`config.mk`:
```
export PLATFORM = sky130hd
export DESIGN_NAME = fifo_rd_ctrl
export DESIGN_NICKNAME = d
export VERILOG_FILES = /design/src/rtl/fifo_rd_ctrl.sv
export SDC_FILE = /design/constraint.sdc
export NUM_CORES = 1
export LEC_CHECK = 0
export CELL_PAD_IN_SITES_DETAIL_PLACEMENT = 0
export CELL_PAD_IN_SITES_GLOBAL_PLACEMENT = 2
export CORE_AREA = 4 4 59 87
export DETAILED_ROUTE_END_ITERATION = 10
export DIE_AREA = 0 0 63 91
export PLACE_DENSITY = 0.9
export SYNTH_ARGS = -nofsm -noshare
export SYNTH_HDL_FRONTEND = slang
export SYNTH_SLANG_ARGS = --single-unit
```
`constraint.sdc`:
```
create_clock -name rclk -period 4.74 [get_ports rclk]
set_input_delay 0.711 -clock rclk [delete_from_list [all_inputs] [get_ports rclk]]
set_output_delay 0.711 -clock rclk [all_outputs]
set_load 0.03 [all_outputs]
```
`src/rtl/fifo_rd_ctrl.sv`:
```
// Read-side controller of the dual-clock FIFO: read pointers, empty/count
// flags and a first-word-fall-through output register, all in rclk.
module fifo_rd_ctrl #(
    parameter int DATASIZE      = 8,
    parameter int ADDRSIZE      = 4,
    parameter int AEMPTY_THRESH = 2
) (
    input  logic                rclk,
    input  logic                rrst_n,
    input  logic [ADDRSIZE:0]   rq2_wptr,
    input  logic [DATASIZE-1:0] mem_rdata,
    output logic [ADDRSIZE-1:0] raddr,
    output logic [ADDRSIZE:0]   rptr,
    output logic                rempty,
    output logic                raempty,
    output logic [ADDRSIZE:0]   rcount,
    output logic [DATASIZE-1:0] dout,
    output logic                dout_valid,
    input  logic                dout_ready
);

    localparam logic [31:0] THR = AEMPTY_THRESH;

    logic [ADDRSIZE:0] rbin;
    logic [ADDRSIZE:0] rbinnext;
    logic [ADDRSIZE:0] rgraynext;
    logic [ADDRSIZE:0] wbin_s;
    logic [ADDRSIZE:0] cnt_next;
    logic              pop;
    logic              aempty_next;

    always_comb begin
        pop       = !rempty && (!dout_valid || dout_ready);
        rbinnext  = rbin + {{ADDRSIZE{1'b0}}, pop};
        rgraynext = (rbinnext >> 1) ^ rbinnext;
        wbin_s    = '0;
        // Gray-to-binary: each bit is the XOR of itself and all higher bits
        for (int i = 0; i <= ADDRSIZE; i++) begin
            wbin_s[i] = ^(rq2_wptr >> i);
        end
        cnt_next    = wbin_s - rbinnext;
        aempty_next = (32'(cnt_next) <= THR);
    end

    assign raddr = rbin[ADDRSIZE-1:0];

    always_ff @(posedge rclk or negedge rrst_n) begin
        if (!rrst_n) begin
            rbin    <= '0;
            rptr    <= '0;
            rempty  <= 1'b1;
            raempty <= 1'b1;
            rcount  <= '0;
        end else begin
            rbin    <= rbinnext;
            rptr    <= rgraynext;
            rempty  <= (rgraynext == rq2_wptr);
            rcount  <= cnt_next;
            raempty <= aempty_next;
        end
    end

    // Pop reloads the register; a consume without pop just drops valid
    always_ff @(posedge rclk or negedge rrst_n) begin
        if (!rrst_n) begin
            dout       <= '0;
            dout_valid <= 1'b0;
        end else if (pop) begin
            dout       <= mem_rdata;
            dout_valid <= 1'b1;
        end else if (dout_valid && dout_ready) begin
            dout_valid <= 1'b0;
        end
    end

endmodule

```
# --- Yosys cells after proc, flatten, opt, wreduce, memory -nomap -nowiden ---
# Cells that the tools add are included.
totals:
  output_inout_bits: 25
  inputBits: 16
  word_cells: 25
  ff_bits: 26
op_classes:
  reduce_logical: 11
  eq_ne: 1
  magnitude_cmp: 1
  bitwise_logic: 1
  n_addsub: 2
  muxes: 2
ops:
  columns: ["cell", "count"]
  rows:
  - ["parity 5 bit", 5]
  - ["adder 5 x 1 -> 5 bit", 1]
  - ["equality test 5 bit", 1]
  - ["<= comparator 5 x 2 -> 1 bit, second input constant", 1]
  - ["subtractor 5 bit", 1]
  - ["XOR 4 x 5 -> 5 bit", 1]
  - ["logical AND 1 bit", 2]
  - ["logical NOT 1 bit", 2]
  - ["2-to-1 mux 1 bit", 2]
  - ["nonzero test 2 bit", 1]
  - ["logical OR 1 bit", 1]

# --- Depth between registers and ports, before layout ---
logic_depth:
  word_depth: 6
  mapped_depth: 12
  ltp_nobuf: 12

# --- Least setup slack after synthesis ---
# Ideal clock, no wire load.
synth_timing:
  kind: "input to register"
  startpoint: "input dout_ready"
  endpoint: "register rcount[4]"
  setup_slack_ns: 1.477
  path_buffers: 0
  path_stages: 11
  setup_time_ns: 0.124
  required_ns: 4.616
  t_arrival_ns: 3.139
  cell_sequence: "inv_1 a21oi_1 ha_1 ha_1 xor2_2 inv_1 ha_1 or2_2 a221oi_1 nor4_1 or2_1"
synth_via:
  elab_chain_cells: 4
synth_rtl:
  columns: ["item", "line", "rtl"]
  rows:
  - ["from (decl)", "19", "input logic dout_ready"]
  - ["logical OR 1 bit", "33", "pop = !rempty && (!dout_valid || dout_ready);"]
  - ["logical AND 1 bit", "33", null]
  - ["named net pop", "29", "logic pop;"]
  - ["adder 5 x 1 -> 5 bit", "34", "rbinnext = rbin + {{ADDRSIZE{1'b0}}, pop};"]
  - ["named net rbinnext[2]", "25", "logic [ADDRSIZE:0] rbinnext;"]
  - ["subtractor 5 bit", "41", "cnt_next = wbin_s - rbinnext;"]
  - ["named net cnt_next[4]", "28", "logic [ADDRSIZE:0] cnt_next;"]
  - ["to (signal assigned)", "58", "rcount <= cnt_next;"]
  - ["to (decl)", "16", "output logic [ADDRSIZE:0] rcount,"]
# The timed path passes the listed nets, and every way through them passes these cells.
# A chain may end at the register's enable or synchronous reset.

# --- Final worst setup path ---
layout_timing:
  startpoint: "input rq2_wptr[4]"
  endpoint: "register rcount[4]"
layout_via:
  elab_chain_cells: 2
  elab_cells_between_ends: 6
  classes_between: "1 x add/sub; 5 x reduce/logical"
layout_rtl:
  columns: ["item", "line", "rtl"]
  rows:
  - ["from (decl)", "10", "input logic [ADDRSIZE:0] rq2_wptr,"]
  - ["parity 5 bit", "39", "wbin_s[i] = ^(rq2_wptr >> i);"]
  - ["subtractor 5 bit *", "41", null]
  - ["named net cnt_next[4]", "28", null]
# Mark *: on every way through the listed nets, which the timed path passes. The rest lies on a longest branch.

==> run_results.csv <==
group,metric,value,unit
status,status,"finished, final reports clean",
floorplanning,initial_core_util,30.3,%
setup_path,crit_type,"primary input to flop",
synthesis,ys_ff_latch,25,
placed_design,portBuffers,40,
synthesis,syn_area,1310,sq um
timing,min_period,3.51,ns
synthesis,synthTopCellsByArea,"dfrtp_1, mux2_2, xnor2_1",
floorplanning,die_x,63,um
timing,whs,0.469,ns
synthesis,async_reset_ff_share,100,%
power,pwr-share-seq,25.6,%
synthesis,synth_top_family_by_area,"XOR/XNOR gates",
setup_path,arrival,3.66,ns
setup_path,r2r_cells,11,
floorplanning,fp.coreArea,4320,sq um
min_path,min_path_cells,1,
layout,diodes,0,
timing,finalMaxSlewViolations,0,
synthesis,yosys.area.top_type,"dfrtp_1",
setup_path,path_buf_inv,2,
detailed_routing,ant_nets,0,
placed_design,place_hpwl,2.31,mm
clocking,cts-htree-levels,1,
global_route,grt_max_degree,26,
setup_path,path_common_cell,"ha_1",
floorplanning,io_pins,41,
detailed_routing,drt_iter0_drc,5,
layout,final_cell_mix,"clkdlybuf4s50_1, dfrtp_1, inv_1",
clocking,clock-sinks,25,
power,pwr-share-comb,66.0,%
power,internal_power,795,uW
timing,hold_viol,0,
timing,min_period_over_period,74.0,%
synthesis,synthXorXnorAreaFrac,19.4,%
clocking,tritoncts,"done",
synthesis,synth_edf_count,0,
detailed_routing,vias,932,
min_path,min_path_type,"flop to flop",
synthesis,yosysSeqAreaShare,48.0,%
synthesis,synth_fp_nets,125,
global_route,grt-ovfl-total,0,
synthesis,synth_compound_area_share,8.61,%
floorplanning,die_h,91,um
setup_path,reg2reg_setup_slack,1.78,ns
power,finalPower,1430,uW
layout,area_growth,37.6,%
clocking,cts_buffers,3,
setup_path,crit_slowest_cell,"clkdlybuf4s50_1",
synthesis,netlist.area_leader.share,44.0,%
power,ir_drop,0.000157,V
placed_design,placedInstanceArea,1750,sq um
power,p_leak,0.000775,uW
synthesis,yosys-mux-area-fraction,6.89,%
clocking,path_clk_slew,0.08,ns
synthesis,yosys_warnings,0,
timing,fin_tns_setup,0,ns
timing,setup_violations,0,
timing,slew_headroom,30.0,%
global_route,grt_pass1_wl,4.48,mm
min_path,hp-start,"rempty",
synthesis,yosysUniqueCellTypes,36,
timing,worst_pin_slew,1.05,ns
clocking,cts_setup_buffers,0,
setup_path,cp.required,4.89,ns
power,switching_share,44.5,%
detailed_routing,wl_per_cell,14.2,um
layout,final_area,1800,sq um
global_route,grt_pass1_vias,1011,
layout,area.sequential,628,sq um
placed_design,gp_congestion,0.758,
synthesis,synth.avg_cell_area,12.6,sq um
synthesis,synth_top_flop_cell,"dfrtp_1",
detailed_routing,wirelength,2.74,mm
timing,rsz0062_at_grt,"false",
layout,multiInputGateArea,623,sq um
clocking,cts_root_buf,"clkbuf_8",
detailed_routing,dr.pass1.iters,2,
setup_path,worst-path-max-fanout,5,
setup_path,worstSetupStartpointType,"primary input",
synthesis,synthAdderAreaFrac,4.78,%
min_path,hold_end,"dout_valid",
layout,drive_above_1_share,15.6,%
global_route,antenna_found_initial,0,
layout,final_common_cell,"clkdlybuf4s50_1",
layout,fill_cells,417,
power,power.density,796,nW/um^2
power,switchingPower,638,uW
setup_path,r2r_start,"rempty",
job,maxCapViolations,0,
floorplanning,dieArea,5730,sq um
clocking,clock_latency,0.26,ns
detailed_routing,viasPerCell,4.83,
power,p_clk_share,8.4,%
detailed_routing,drc_errors,0,
clocking,ctsResizeCount,0,
synthesis,synth-simple-area-share,7.94,%
setup_path,r2r-end,"raempty",
timing,fmax,285,MHz
setup_path,slowest_delay,0.60,ns
timing,clock_skew,0.00109,ns
setup_path,critPathTopFamily,"XOR/XNOR gates",
layout,finalNetCount,169,
clocking,postCtsHoldBufs,0,
floorplanning,fp-row-count,29,
clocking,clockBufferDepth,2,
setup_path,cp-end-kind,"flop",
global_route,grt_use_total,9.90,%
synthesis,synthCells,104,
setup_path,path_cells,"clkdlybuf4s50_1, xnor3_2, xnor2_4, xnor2_1, ha_1, inv_1, ha_1, or2_2, a221oi_1, nor4_1, or2_1",
worst register-to-register path, cell delays in order (launching register included):
cell,delay (ns)
dfstp_2,0.54
a21oi_1,0.05
buf_4,0.17
ha_1,0.21
ha_1,0.23
xor2_2,0.37
inv_1,0.09
ha_1,0.32
a21boi_0,0.16
a2111oi_2,0.46
o2111ai_1,0.15
nor3_1,0.15
stage by stage:
stage               cells  setup WS [ns]  utilization [%]
detailed placement    189          0.957             40.6
floorplan             104           1.48                -
finish                193           1.23             41.7
global route          193           1.01             41.7
global placement      189          0.994             40.6
CTS                   193           1.21             41.7
flip-flops by register name, summed over array words and instances (netlist names):
signal      flops
dout            8
rbin            5
rcount          5
rptr            4
dout_valid      1
raempty         1
rempty          1
cell families (layout without fill, tap and decap cells):
family | after synthesis | in the layout
AOI/OAI and AO/OA | 14 | 14
xor gates and xnor gates | 21 | 21
adders and majority gates | 5 | 5
buffers and inverters | 12 | 55
DFF | 25 | 25
muxes | 8 | 8
and+or+nand+nor | 19 | 19
synthesized netlist by cell type (3+ instances only):
master and number:
nor3_1 3, xor2_1 6, o21ai_0 3, mux2_2 8, ha_1 5, inv_1 10
dfrtp_1 23, xnor2_1 9, nand2_1 3
power groups by stage:
stage,clock network [uW],logic [uW],registers (uW)
floorplan,0,454,557
global placement,0,939,367
detailed placement,0,954,375
CTS,125,957,371
global route,132,1020,380
finish,120,946,367
how the worst max path moves through the flow:
| stage | start | endpoint | slack, ns | cells after the start |
|---|---|---|---|---|
| after detailed placement | dout_ready | raempty | 0.96 | 13 |
| after global placement | dout_ready | raempty | 0.99 | 13 |
| after CTS | dout_ready | raempty | 1.21 | 13 |
| final | rq2_wptr[4] | rcount[4] | 1.23 | 11 |
| after global routing | dout_ready | raempty | 1.01 | 13 |
| after floorplan | dout_ready | rcount[4] | 1.48 | 11 |
metal layers:
metal  part of all wire (%)  track usage (%)  wire (um)
met4                    4.1             6.63        113
met5                      0                0          0
met1                     34             8.99        919
met2                     54             18.5       1490
met3                    7.8             2.84        213
cell type report:
class	instances	share of cell area (%)
flip-flops and latches	25	34.9
multi-input cells	67	34.6
repair buffers	41	22.7
well taps	46	3.20
clock buffers	4	2.50
inverters	10	2.09
Power figures use the tool's default switching activity.
